`src/rtl/display_sequencer.sv`:
```
// Seven-segment display sequencer: GAME/HIGHSCORE hold FSM plus iterative binary-to-BCD converter.
// Optional build macro LEADING_BLANK_EN adds registered leading-zero blank flags on blankMask.
module display_sequencer #(
  parameter int HOLD_MS = 3000,
  parameter int CNT_W   = 12
) (
  input  logic        clk,
  input  logic        reset,
  input  logic        oneMsPulse,
  input  logic        showHigh,
  input  logic [23:0] score,
  input  logic [23:0] highscore,
  output logic        dispState,
  output logic [19:0] decDigits,
  output logic        digitsValid,
  output logic        busy,
  output logic [4:0]  blankMask
);

  typedef enum logic {DISP_GAME = 1'b0, DISP_HIGH = 1'b1} disp_t;
  typedef enum logic [1:0] {CV_IDLE = 2'd0, CV_CONV = 2'd1, CV_DONE = 2'd2} conv_t;

  localparam logic [CNT_W-1:0] HOLD_LAST = CNT_W'(HOLD_MS - 1);

  disp_t           r_disp, w_disp_next;
  logic [CNT_W-1:0] r_hold, w_hold_next;

  conv_t           r_cv, w_cv_next;
  logic            r_pending, w_pending_next;
  logic [15:0]     r_last_val, w_last_val_next;
  logic [15:0]     r_temp, w_temp_next;
  logic [4:0][3:0] r_work, w_work_next, w_work_inc;
  logic [2:0]      r_idx, w_idx_next;
  logic [19:0]     r_dec, w_dec_next;
  logic            r_valid, w_valid_next;
  logic            r_busy, w_busy_next;
  logic [15:0]     w_sel, w_pow;
  logic            w_restart;

  genvar gi;

  always_ff @(posedge clk) begin
    if (reset) begin
      r_disp <= DISP_GAME;
      r_hold <= '0;
    end else begin
      r_disp <= w_disp_next;
      r_hold <= w_hold_next;
    end
  end

  // showHigh wins over a coincident ms tick, so the hold always restarts from a fresh request.
  always_comb begin
    w_disp_next = r_disp;
    w_hold_next = r_hold;
    case (r_disp)
      DISP_GAME: begin
        if (showHigh) begin
          w_disp_next = DISP_HIGH;
          w_hold_next = '0;
        end
      end
      DISP_HIGH: begin
        if (showHigh) begin
          w_hold_next = '0;
        end else if (oneMsPulse) begin
          if (r_hold == HOLD_LAST) begin
            w_disp_next = DISP_GAME;
            w_hold_next = '0;
          end else begin
            w_hold_next = r_hold + 1'b1;
          end
        end
      end
      default: begin
        w_disp_next = DISP_GAME;
        w_hold_next = '0;
      end
    endcase
  end

  assign w_sel = (r_disp == DISP_HIGH) ? highscore[15:0] : score[15:0];

  always_comb begin
    case (r_idx)
      3'd4:    w_pow = 16'd10000;
      3'd3:    w_pow = 16'd1000;
      3'd2:    w_pow = 16'd100;
      3'd1:    w_pow = 16'd10;
      default: w_pow = 16'd1;
    endcase
  end

  generate
    for (gi = 0; gi < 5; gi++) begin : g_work_inc
      assign w_work_inc[gi] = (r_idx == 3'(gi)) ? r_work[gi] + 4'd1 : r_work[gi];
    end
  endgenerate

  // Any change of the selected value restarts from scratch, even in the DONE cycle, so stale digits never commit.
  assign w_restart = ((r_cv == CV_IDLE) && r_pending) || (w_sel != r_last_val);

  always_ff @(posedge clk) begin
    if (reset) begin
      r_cv       <= CV_IDLE;
      r_pending  <= 1'b1;
      r_last_val <= '0;
      r_temp     <= '0;
      r_work     <= '0;
      r_idx      <= '0;
      r_dec      <= '0;
      r_valid    <= 1'b0;
      r_busy     <= 1'b0;
    end else begin
      r_cv       <= w_cv_next;
      r_pending  <= w_pending_next;
      r_last_val <= w_last_val_next;
      r_temp     <= w_temp_next;
      r_work     <= w_work_next;
      r_idx      <= w_idx_next;
      r_dec      <= w_dec_next;
      r_valid    <= w_valid_next;
      r_busy     <= w_busy_next;
    end
  end

  always_comb begin
    w_cv_next       = r_cv;
    w_pending_next  = r_pending;
    w_last_val_next = r_last_val;
    w_temp_next     = r_temp;
    w_work_next     = r_work;
    w_idx_next      = r_idx;
    w_dec_next      = r_dec;
    w_valid_next    = r_valid;
    w_busy_next     = r_busy;
    if (w_restart) begin
      w_cv_next       = CV_CONV;
      w_pending_next  = 1'b0;
      w_last_val_next = w_sel;
      w_temp_next     = w_sel;
      w_work_next     = '0;
      w_idx_next      = 3'd4;
      w_valid_next    = 1'b0;
      w_busy_next     = 1'b1;
    end else begin
      case (r_cv)
        CV_CONV: begin
          if (r_temp >= w_pow) begin
            w_temp_next = r_temp - w_pow;
            w_work_next = w_work_inc;
          end else if (r_idx != 3'd0) begin
            w_idx_next = r_idx - 3'd1;
          end else begin
            w_cv_next = CV_DONE;
          end
        end
        CV_DONE: begin
          w_dec_next   = r_work;
          w_valid_next = 1'b1;
          w_busy_next  = 1'b0;
          w_cv_next    = CV_IDLE;
        end
        CV_IDLE: ;
        default: w_cv_next = CV_IDLE;
      endcase
    end
  end

  assign dispState   = r_disp;
  assign decDigits   = r_dec;
  assign digitsValid = r_valid;
  assign busy        = r_busy;

`ifdef LEADING_BLANK_EN
  logic [4:0] w_blank;
  logic [4:0] r_blank;

  assign w_blank[0] = 1'b0;
  generate
    for (gi = 1; gi < 5; gi++) begin : g_blank
      assign w_blank[gi] = ~|r_work[4:gi];
    end
  endgenerate

  always_ff @(posedge clk) begin
    if (reset) begin
      r_blank <= '0;
    end else if ((r_cv == CV_DONE) && !w_restart) begin
      r_blank <= w_blank;
    end
  end

  assign blankMask = r_blank;
`else
  assign blankMask = '0;
`endif

endmodule

```
`config.mk`:
```
export PLATFORM = sky130hd
export DESIGN_NAME = display_sequencer
export DESIGN_NICKNAME = d
export VERILOG_FILES = /design/src/rtl/display_sequencer.sv
export SDC_FILE = /design/constraint.sdc
export NUM_CORES = 1
export LEC_CHECK = 0
export BUFFER_PORTS_ARGS = -buffer_cell sky130_fd_sc_hd__buf_4
export CORE_MARGIN = 5
export CORE_UTILIZATION = 34
export CTS_CLUSTER_DIAMETER = 30
export DETAILED_ROUTE_END_ITERATION = 10
export GPL_TIMING_DRIVEN = 0
export SLEW_MARGIN = 15
export SYNTH_ARGS = -nofsm -noshare
export SYNTH_HDL_FRONTEND = slang
export SYNTH_SLANG_ARGS = --single-unit
```
`constraint.sdc`:
```
create_clock -name clk -period 5.6 [get_ports clk]
set_clock_uncertainty 0.1 [all_clocks]
set_input_delay 0.56 -clock clk [delete_from_list [all_inputs] [get_ports clk]]
set_output_delay 0.56 -clock clk [all_outputs]
set_load 0.01 [all_outputs]
```
# Yosys cells after proc, flatten, opt, wreduce, memory -nomap -nowiden
# Cells that the tools add are included.
word_totals:
  register_bits: 93
classes:
  n_bitwise: 4
  n_reduce_logical: 22
  muxes: 25
  n_addsub: 8
  eq_ne: 16
  n_lt_le_gt_ge: 1
ops:
  columns: ["cell", "n"]
  rows:
  - ["two-way mux 16 bit", 4]
  - ["one-hot mux 14 bit (4 select lines)", 1]
  - ["two-way mux 12 bit", 4]
  - ["AND reduction 3 bit", 9]
  - ["one-hot mux 12 bit (2 select lines)", 1]
  - ["adder 4 x 1 -> 4 bit, second input constant", 5]
  - [">= comparator 16 bit", 1]
  - ["!= test 16 bit", 1]
  - ["subtractor 16 bit", 1]
  - ["adder 12 x 1 -> 12 bit, second input constant", 1]
  - ["equality test 12 bit, second input constant", 1]
  - ["two-way mux 3 bit", 4]
  - ["!= test 2 bit, second input constant", 5]
  - ["!= test 3 bit, second input constant", 3]
  - ["nonzero test 2 bit", 4]
  - ["two-way mux 1 bit", 7]
  - ["equality test 3 x 2 -> 1 bit, second input constant", 2]
  - ["AND reduction 2 bit", 3]
  - ["two-way mux 2 bit", 2]
  - ["inverter 1 bit", 4]
  - ["one-hot mux 2 bit (2 select lines)", 1]
  - ["equality test 3 x 1 -> 1 bit, second input constant", 1]
  - ["equality test 3 bit, second input constant", 1]
  - ["zero test 3 bit", 1]
  - ["9 further kinds", 9]

# Logic depth before layout (Yosys ltp)
# Gate-level depths: netlist of the first run.
depth:
  depth_word: 6
  mapped_depth: 16
  ltp_nobuf: 13

# Least setup slack after synthesis of the first run
# OpenSTA, ideal clock, no wires.
synth_timing:
  kind: "register to register"
  from: "reg r_idx[1]"
  to: "reg r_temp[13]"
  stages_incl_launch_ff: 17
  path_buffers: 3
  setup_slack_ns: 2.462
  arrival_time_ns: 2.924
  period_less_slack_ns: 3.138
  path_cell_list: "dfxtp_1 inv_1 ha_1 nor2b_1 clkbuf_1 nor4_1 ha_1 fa_1 nor2b_1 o22a_1 o21a_1 a211o_1 buf_4 buf_2 nor2_1 a21oi_1 o21a_1"
synth_via:
  elab_chain_cells: 6
synth_rtl:
  columns: ["item", "line_no", "source"]
  rows:
  - ["from (decl)", "33", "logic [2:0] r_idx, w_idx_next;"]
  - ["from (signal assigned)", "120", "r_idx <= w_idx_next;"]
  - ["equality test 3 x 1 -> 1 bit, or another cell as far along", "85", "case (r_idx)"]
  - ["one-hot mux 14 bit (4 select lines) (*)", "85", null]
  - ["subtractor 16 bit", "150", "w_temp_next = r_temp - w_pow;"]
  - ["two-way mux 16 bit", "149", "if (r_temp >= w_pow) begin"]
  - ["two-way mux 16 bit", "147", "case (r_cv)"]
  - ["two-way mux 16 bit", "137", "if (w_restart) begin"]
  - ["to (signal assigned)", "118", "r_temp <= w_temp_next;"]
  - ["to (decl)", "31", "logic [15:0] r_temp, w_temp_next;"]
# Every way passes the cells marked *; elsewhere a longest branch is shown, timed or not. The select of a mux whose other input is x is not followed.
# A chain may end at the register's enable or synchronous reset.

# Final worst setup path of the first run
layout_timing:
  from: "reg r_idx[0]"
  to: "reg r_temp[10]"
# The elaborated chain is that of the path after synthesis.

==> metrics.txt, run 1 <==
CTS root buf=clkbuf_16; synthesis-stage register bit count=93; RSZ-0062 raised after global routing=false; Seq/Total Area, Yosys=0.386; chip width=~130 um; initial core utilization=0.348; Max Buffers Root-to-Sink=2; Max Cap Viol=0; CTS Sinks=93; share of cells above drive strength 1=0.161; routability congestion estimate from global placement=a little under 0.9; largest net degree at the start of global routing=16; setup bufs post-CTS=0; Worst Hold Class=input port to flop; fin. max-slew vios=0; first-iteration detailed-routing DRC count=roughly 250; Async S/R FF share, synth=0; Main synth FF type=dfxtp_1; final setup TNS=0 ns; ant diodes=0; Leakage=approximately 0.0022 uW; max_slew headroom=0.453; Final min period=roughly 3.7 ns; Total Wirelength=12400 um; HP Start=showHigh; post-route cell area=between 5000 and 6000 sq um; fmax=approximately 270 MHz; outcome=completed; Avg Cell Area, Syn=around 8.5 sq um; Resized Gates After CTS=0; I/O pin total=80; CP Launch Type=flop; Post-Synth XOR/XNOR Area=0.0762; worst flop-to-flop path startpoint=r_idx[0]$_SDFFE_PP0P_; post-layout util=0.418; Setup violations, final=0; DRC=0; hold violation count in the final report=0; Total Power=roughly 1500 uW; fraction of synthesized area in multiplexers=0.0384; Synth Instances=between 500 and 600; # port buffers=58; chip height=~130 um; crit path DAT=3.89 ns; CP Launch Point=r_idx[0]$_SDFFE_PP0P_; Worst Tran Pin Value=0.817 ns; Via Count=4242; 1st-pass router iterations=4; worst skew pair latency=around 0.35 ns; fin crit share=0.667; Synth cell types=53; Worst VDD drop=around 160 uV; core area=13900 sq um; wire per inst=15.0 um; simple-gate share of the synthesized area=0.185; post-DP HPWL=9610 um; die area=16700 sq um; dpl cell area=roughly 5500 sq um; EDFF count, synth=0; Final ANT Viol Nets=0; number of core rows=43; vias in the first global route=4266; Synth Area in Compound Gates=0.200; fin cells=just over 800; post-synthesis adder-cell area fraction=0.0638; TritonCTS clock tree=done; WP data required=5.76 ns; Max FO, Critical Path=10; Global Route Usage Sum=0.155; area grow syn2layout=20.2%; antenna violations before repair=0; drt via density=just over 5; Placed Cells=just over 800; Post-Syn Area=around 4800 sq um; Reg clk slew, reported paths=roughly 0.070 ns; Critical Path End Type=flop; Num CTS Buffers=9; H-tree lvl count=3; main combinational cell family by area after synthesis=compound AO/OA/AOI/OAI gates; hold_buf cts=0; yosys warns=0; GRT Residual Overflow=0; Crit Path Class=flop to flop; Cell Pwr Density=266 nW/um^2; first-pass GRT wire length=20700 um; fin nets=about 720
==> critical path, stage by stage (launching register included) <==
cell      delay [ns]
dfxtp_1         0.35
inv_1           0.12
ha_1            0.15
nor2b_1         0.41
nor4_1          0.12
ha_1            0.23
fa_1            0.39
nor2b_1         0.20
o22a_1          0.25
o21a_1          0.18
a211o_1         0.27
buf_4           0.23
buf_2           0.28
a21oi_1         0.10
a221oi_1        0.25
==> metrics by stage <==
step / worst slack (ns) / hold slack (ns)
after global routing: 1.59 / 0.307
after floorplan: 2.46 / 0.327
after detailed placement: 1.88 / 0.341
final: 1.86 / 0.315
after CTS: 1.85 / 0.299
after global placement: 1.96 / 0.337
==> state kept, by name (all words and copies together) (netlist names) <==
register	count
r_last_val	16
r_idx	3
dispState	1
busy	1
r_work	20
r_pending	1
r_cv	2
r_temp	16
r_hold	12
decDigits	20
digitsValid	1
==> synthesized netlist by cell type (all sizes together), types with 2 or more instances <==
cell     number  area (sq um)
dfxtp        93          1860
a21oi        65           340
nor2         53           199
nand2        46           173
o21ai        36           180
xnor2        24           210
ha           23           288
a211oi       21           158
buf          20           139
nand3        20           100
xor2         18           158
mux2i        17           185
clkbuf       16          60.1
inv          11          41.3
nor2b        11          68.8
o21a         10          75.1
nor3          8          40.0
nor4          8          50.1
or3           8          50.1
a21o          7          52.6
and3          6          37.5
nand2b        5          31.3
nor3b         4          30.0
a21boi        3          22.5
a31oi         3          18.8
and2          3          18.8
nand4         3          18.8
or2           3          18.8
a221oi        2          17.5
nand3b        2          15.0
o2111ai       2          17.5
o311ai        2          17.5
or4           2          15.0
==> power by group <==
group	total (uW)	internal [uW]	leakage [uW]	switching [uW]
registers	693	680	0.000760	12.7
clock network	622	357	0.000149	265
logic	228	100	0.00133	128
total	1540	1140	0.00224	406
==> cell families after synthesis <==
| logic type | Yosys count |
|---|---|
| buffers and inverters | 47 |
| AOI/OAI and AO/OA | 159 |
| DFF | 93 |
| xor gates and xnor gates | 42 |
| muxes | 17 |
| adders and majority gates | 24 |
| other | 1 |
| and+or+nand+nor | 185 |
==> layout make-up <==
| class | instances | area, sq um |
|---|---|---|
| sequential | 93 | 1860 |
| buffer | 36 | 199 |
| clock buffer | 10 | 239 |
| inverter | 11 | 41.3 |
| tap | 180 | 225 |
| multi-input combinational | 432 | 2740 |
| clock inverter | 6 | 61.3 |
| fill | 1412 | 8080 |
| timing repair buffer | 58 | 435 |
==> final timing paths <==
kind	endpoint	slack (ns)	cells after the start
min	r_hold[2]$_SDFFE_PP0P_	0.32	2
min reg2reg	digitsValid$_SDFFE_PP0N_	0.35	2
max	r_temp[10]$_SDFFE_PP0P_	1.86	14
max reg2reg	r_temp[10]$_SDFFE_PP0P_	1.86	14
==> cell usage in the layout (no fill, tap or decap), drive strengths merged, types with 4 or more instances in the layout <==
| master | synthesis | routed |
|---|---|---|
| dfxtp | 93 | 93 |
| xor2 | 18 | 18 |
| nand2b | 5 | 5 |
| nand3 | 20 | 20 |
| a211oi | 21 | 21 |
| clkbuf | 16 | 26 |
| ha | 23 | 23 |
| nor4 | 8 | 8 |
| inv | 11 | 12 |
| a21oi | 65 | 65 |
| nor3 | 8 | 8 |
| nand2 | 46 | 46 |
| mux2i | 17 | 17 |
| nor2b | 11 | 11 |
| xnor2 | 24 | 24 |
| nor3b | 4 | 4 |
| o21ai | 36 | 36 |
| o21a | 10 | 10 |
| nor2 | 53 | 53 |
| and3 | 6 | 6 |
| buf | 20 | 78 |
| conb | 1 | 5 |
| or3 | 8 | 8 |
| a21o | 7 | 7 |
==> per-layer routing <==
metal | vias up | global-route usage | wire length [um]
li1 | 2158 | - | -
met1 | 1976 | 0.198 | 5780
met2 | 88 | 0.255 | 5720
met3 | 20 | 0.0375 | 645
met4 | 0 | 0.0531 | 250
met5 | - | 0 | 0
Note: power is estimated with default switching activity, not from simulation.
==> run 2, diff against run 1 <==
==> constraint.sdc (replaced) <==
create_clock -name clk -period 3.2 [get_ports clk]
set_clock_uncertainty 0.1 [all_clocks]
set_input_delay 0.32 -clock clk [delete_from_list [all_inputs] [get_ports clk]]
set_output_delay 0.32 -clock clk [all_outputs]
set_load 0.01 [all_outputs]
==> metrics.txt, run 2 (synthesized netlist as in run 1, its figures left out) <==
worst-case reg-to-reg path depth=15 (+1); HP Start=showHigh; met2 Resource Use GR=0.260 (+0.00549); fmax=322 MHz (+20%); first-iteration detailed-routing DRC count=275 (+8.7%); hold violation count in the final report=0 (unchanged); worst skew pair latency=0.35 ns (about the same); largest net degree at the start of global routing=16 (unchanged); max_slew headroom=0.572 (+0.119); chip height=129 um (unchanged); vias in the first global route=4292 (+0.61%); Reg clk slew, reported paths=0.07 ns (about the same); commonest non-fill, non-tap cells in the layout=90 x dfxtp_1, 82 x buf_4, 60 x a21oi_1; Max FO, Critical Path=10 (unchanged); sequential share of power=0.439 (-0.010); reg2reg end=r_temp[13]$_SDFFE_PP0P_; Total Power=2760 uW (+79%); Max Cap Viol=0 (unchanged); TritonCTS clock tree=done; core area=13900 sq um (unchanged); Final ANT Viol Nets=0 (unchanged); Clock Power Share=0.396 (-0.007); chip width=129 um (unchanged); die area=16700 sq um (unchanged); Worst Hold Class=input port to flop; crit path DAT=3.25 ns (-0.64 ns); fin nets=731 (+2.0%); fin crit share=0.970 (+0.303); Hold Crit Depth=2 (unchanged); ant diodes=0 (unchanged); Cell Pwr Density=450 nW/um^2 (+69%); hold endpoint=r_hold[2]$_SDFFE_PP0P_; Leakage=0.00236 uW (+5.2%); most common cell after layout, fill and taps aside=dfxtp_1; switch share=0.267 (+0.00380); Crit Path Class=flop to flop; CTS root buf=clkbuf_16; # port buffers=58 (unchanged); setup slack, reg-to-reg=0.1 ns (-1.77 ns); GRT Residual Overflow=0 (unchanged); fin. max-slew vios=0 (unchanged); busiest grt layer=met2; Worst VDD drop=287 uV (+81%); Global Route Usage Sum=0.157 (+0.00276); Placed Cells=810 (unchanged); Final min period=3.10 ns (-0.633 ns); CP Launch Type=flop; Worst Tran Pin Value=0.637 ns (-0.180 ns); outcome=completed; wire per inst=15.2 um (+1.3%); fin cells=840 (+1.7%); RSZ-0062 raised after global routing=true; Setup violations, final=0 (unchanged); Max Buffers Root-to-Sink=2 (unchanged); hold_buf cts=0 (unchanged); initial core utilization=0.348 (unchanged); Int Pwr=2030 uW (+78%); Total Wirelength=12800 um (+3.1%); CTS Sinks=93 (unchanged); Fill cells=1382 (-2.1%); number of core rows=43 (unchanged); I/O pin total=80 (unchanged); post-DP HPWL=9610 um (unchanged); logic gate share of total power=0.165 (+0.017); NetSw=736 uW (+82%); post-layout util=0.442 (+0.0237); met3 layer usage reported by global route=0.0375 (unchanged); H-tree lvl count=3 (unchanged); Via Count=4330 (+2.1%); WP data required=3.35 ns (-2.41 ns); drt via density=5.15 (+0.37%); routability congestion estimate from global placement=0.883 (unchanged); Critical Path End Type=flop; 1st-pass router iterations=5 (+1); met1 usage=0.202 (+0.00356); worst flop-to-flop path startpoint=r_idx[0]$_SDFFE_PP0P_; Num CTS Buffers=9 (unchanged); area grow syn2layout=27.0%; first-pass GRT wire length=21000 um (+1.8%); DRC=0 (unchanged); share of cells above drive strength 1=0.247 (+0.0860); antenna violations before repair=0 (unchanged)
==> run 2: final cells by class <==
| type | count | area, sq um | area share |
|---|---|---|---|
| buffer | 34 | 219 | 0.0357 |
| clock buffer | 10 | 239 | 0.0390 |
| clock inverter | 6 | 61.3 | 0.0100 |
| inverter | 11 | 41.3 | 0.00673 |
| multi-input combinational | 432 | 2920 | 0.476 |
| sequential | 93 | 1870 | 0.305 |
| tap | 180 | 225 | 0.0367 |
| timing repair buffer | 74 | 559 | 0.0912 |
==> run 2: critical path, cell delays in order, from the launching register on <==
cell and delay (ns):
dfxtp_4 0.36, ha_1 0.18, nor2b_1 0.12, buf_4 0.18
nor4_4 0.22, ha_2 0.23, fa_2 0.20, nor2b_2 0.05
o22a_1 0.19, o21a_1 0.21, a211o_4 0.37, buf_6 0.15
buf_8 0.14, nor2_2 0.08, a21oi_1 0.05, o21a_1 0.16
==> run 2: through the flow <==
stage	setup TNS, ns	hold slack, ns	setup slack, ns	instance area [sq um]
2_1_floorplan	0	0.299	0.0619	4840
3_3_place_gp	-9.21	0.337	-0.443	5500
3_5_place_dp	-11.16	0.341	-0.521	5500
4_1_cts	0	0.0586	0.00892	5920
5_1_grt	-0.159	0.0674	-0.0227	6130
6_report	0	0.0719	0.0961	6130
==> run 2: repair_timing <==
action / 4_1_cts / 5_1_grt
endpoints found under the hold margin: 0 / 0
gates resized for setup: 26 / 42
setup buffers: 7 / 9
pin swaps: 4 / 6
setup endpoints to repair: 39 / 38
gates cloned: 0 / 0
==> run 2: power by group through the flow <==
stage	registers [uW]	logic (uW)	clock network, uW
global route	1220	498	1150
detailed placement	1240	398	0
floorplan	1230	285	0
global placement	1240	392	0
CTS	1210	422	1110
finish	1210	455	1090
==> run 2: worst max path at each step <==
stage                                from                 endpoint  slack (ns)  cells past startpoint
finish              r_idx[0]$_SDFFE_PP0P_  r_temp[13]$_SDFFE_PP0P_         0.1                     15
floorplan           r_idx[1]$_SDFFE_PP0P_  r_temp[13]$_SDFFE_PP0P_        0.06                     16
CTS                 r_idx[0]$_SDFFE_PP0P_  r_temp[13]$_SDFFE_PP0P_       0.009                     15
global placement    r_idx[0]$_SDFFE_PP0P_  r_temp[10]$_SDFFE_PP0P_       -0.44                     14
detailed placement  r_idx[0]$_SDFFE_PP0P_  r_temp[10]$_SDFFE_PP0P_       -0.52                     14
global route        r_idx[0]$_SDFFE_PP0P_  r_temp[13]$_SDFFE_PP0P_       -0.02                     15
==> run 2: per-layer routing <==
layer | up-vias | share of wire
met1 | 2038 | 0.46
met4 | 0 | 0.019
li1 | 2180 | -
met5 | - | 0
met2 | 95 | 0.47
met3 | 17 | 0.053
==> run 3, diff against run 2 <==
--- a/config.mk
+++ b/config.mk
@@ -5,12 +5,14 @@
 export SDC_FILE = /design/constraint.sdc
 export NUM_CORES = 1
 export LEC_CHECK = 0
-export BUFFER_PORTS_ARGS = -buffer_cell sky130_fd_sc_hd__buf_4
+export ABC_AREA = 1
 export CORE_MARGIN = 5
 export CORE_UTILIZATION = 34
 export CTS_CLUSTER_DIAMETER = 30
 export DETAILED_ROUTE_END_ITERATION = 10
+export DONT_BUFFER_PORTS = 1
 export GPL_TIMING_DRIVEN = 0
+export REMOVE_ABC_BUFFERS = 1
 export SLEW_MARGIN = 15
 export SYNTH_ARGS = -nofsm -noshare
 export SYNTH_HDL_FRONTEND = slang
==> metrics.txt, run 3 <==
cell taking the most area after synthesis=dfxtp_1; max_slew headroom=0.262 (-0.310); Cell Pwr Density=442 nW/um^2 (-1.8%); Final ANT Viol Nets=0 (unchanged); area grow syn2layout=10.8%; Worst Hold Class=input port to flop; initial core utilization=0.343 (-0.00487); dpl cell area=5730 sq um (+4.2%); CP Launch Type=flop; Max FO, Critical Path=5 (-5); fin crit share=0.929 (-0.0410); synthesis-stage register bit count=93 (unchanged); Post-Syn Area=5600 sq um (+16%); Async S/R FF share, synth=0 (unchanged); top-count cell post-synth=nand2_1; CTS root buf=clkbuf_16; Critical Path End Type=flop; Total Power=2750 uW (-0.50%); Max Buffers Root-to-Sink=2 (unchanged); WP data required=3.36 ns (about the same); DRC=0 (unchanged); I/O pin total=80 (unchanged); wire per inst=12.7 um (-17%); Synth area leaders=dfxtp_1 33%, nand2_1 20%, inv_1 7.5%; fmax=336 MHz (+4.4%); first-pass GRT wire length=23600 um (+12%); outcome=completed; first-iteration detailed-routing DRC count=234 (-15%); Synth Instances=896 (+58%); post-route cell area=6210 sq um (+1.3%); core area=16300 sq um (+18%); commonest non-fill, non-tap cells in the layout=289 x nand2_1, 107 x inv_1, 106 x nor2_1; routability congestion estimate from global placement=0.912 (+3.4%); yosys warns=0 (unchanged); worst skew pair latency=0.36 ns (about the same); Leakage=0.00300 uW (+27%); most common cell after layout, fill and taps aside=nand2_1; Via Count=5174 (+19%); Worst Tran Pin Value=1.10 ns (+0.463 ns); drt via density=4.62 (-10%); chip height=138 um (+7.2%); Synth top cells by count=295 x nand2_1, 112 x inv_1, 110 x nor2_1; EDFF count, synth=0 (unchanged); Worst VDD drop=359 uV (+25%); Crit Path Class=flop to flop; Reg clk slew, reported paths=0.08 ns (about the same); Num CTS Buffers=9 (unchanged); fin nets=970 (+33%); Fill cells=1806 (+31%); Global Route Usage Sum=0.149 (-0.00831); Setup violations, final=0 (unchanged); fin. max-slew vios=0 (unchanged); CTS Sinks=93 (unchanged); hold violation count in the final report=0 (unchanged); GRT Residual Overflow=0 (unchanged); # port buffers=0 (-100%); Total Wirelength=14200 um (+11%); post-DP HPWL=10300 um (+7.4%); Avg Cell Area, Syn=6.25 sq um (-26%); vias in the first global route=4831 (+13%); ant diodes=0 (unchanged); crit path DAT=3.13 ns (-0.12 ns); chip width=138 um (+7.2%); largest net degree at the start of global routing=39 (+23); Synth cell types=35 (-34%); Seq/Total Area, Yosys=0.332 (-0.0536); die area=19200 sq um (+15%); TritonCTS clock tree=done; share of cells above drive strength 1=0.0701 (-0.177); Main synth FF type=dfxtp_1; number of core rows=47 (+9.3%); antenna violations before repair=0 (unchanged); Final min period=2.97 ns (-0.131 ns); share of the synthesized area in the top cell type=0.332 (-0.0536); final setup TNS=0 ns (unchanged); 1st-pass router iterations=5 (unchanged); H-tree lvl count=3 (unchanged); RSZ-0062 raised after global routing=false; Max Cap Viol=0 (unchanged)
run 3: what timing repair did:
action                                  in CTS  in global routing
resized for setup                           16                 18
buffers inserted                             1                  2
hold endpoints to repair                    33                  0
gates cloned                                 2                  1
pin swaps                                    3                  4
hold buffers                                 2                  0
endpoints found under the setup margin      58                 60
run 3: cell type report:
type / count / area [sq um] / share of cell area
clock buffers: 9 / 225 / 0.0363
clock inverters: 7 / 75.1 / 0.0121
inverters: 116 / 442 / 0.0711
multi-input cells: 668 / 3250 / 0.524
flip-flops and latches: 93 / 1870 / 0.301
well taps: 220 / 275 / 0.0443
repair buffers: 5 / 65.1 / 0.0105
repair inverters: 1 / 7.51 / 0.00121
run 3: logic make-up (layout without fill, tap and decap cells):
group,Yosys count,after routing,synth area share
AO/OA/AOI/OAI,107,107,0.0978
XOR/XNOR,13,13,0.0203
adder cells (fa/ha/maj),24,24,0.0549
buffers and inverters,141,138,0.107
flip-flops,93,93,0.332
other,1,5,0.000669
AND/OR/NAND/NOR,517,519,0.387
run 3: worst paths after layout:
path                               start                         end  slack, ns  depth (start not counted)
setup / recovery   r_idx[1]$_SDFFE_PP0P_      r_work[6]$_SDFFE_PP0P_       0.23                         19
setup reg to reg   r_idx[1]$_SDFFE_PP0P_      r_work[6]$_SDFFE_PP0P_       0.23                         19
hold / removal              highscore[7]  r_last_val[7]$_SDFFE_PP0P_       0.03                          2
hold reg to reg   r_pending$_SDFFE_PP1P_      r_pending$_SDFFE_PP1P_       0.35                          2
run 3: per-layer routing:
layer / GRT usage / vias to the layer above / share of wire
met3: 0.0321 / 14 / 0.041
met1: 0.196 / 2271 / 0.49
met4: 0.0489 / 0 / 0.014
li1: - / 2829 / -
met2: 0.244 / 60 / 0.46
met5: 0 / - / 0
run 3: worst max-delay path, cell delays in order, from the launching register on:
cell and delay (ns):
dfxtp_2 0.35, inv_1 0.09, ha_2 0.19, nand2_2 0.12, inv_2 0.11, nor4_2 0.05, ha_2 0.20, fa_2 0.36
inv_1 0.09, nand3_1 0.09, nand3_2 0.12, nand2_1 0.08, nand3_1 0.09, nand2_2 0.10, nand2_4 0.11, nand2_2 0.13
nor2_1 0.28, nand3_1 0.11, nand2_1 0.07, a21oi_1 0.04
run 3: metrics by stage:
stage                     utilization  setup WS (ns)  hold WS (ns)  std cells
after detailed placement        0.351          -1.37         0.299       1095
final                           0.380          0.227        0.0293       1119
after floorplan                     -        -0.0199         0.289        875
after global routing            0.380         0.0253        0.0299       1119
after CTS                       0.376        0.00395        0.0157       1116
after global placement          0.351          -1.30         0.297       1095
run 3: power by group:
part	internal [uW]	switching, uW
Clock	552	528
Sequential	1190	31.0
Combinational	147	299
Total	1890	858
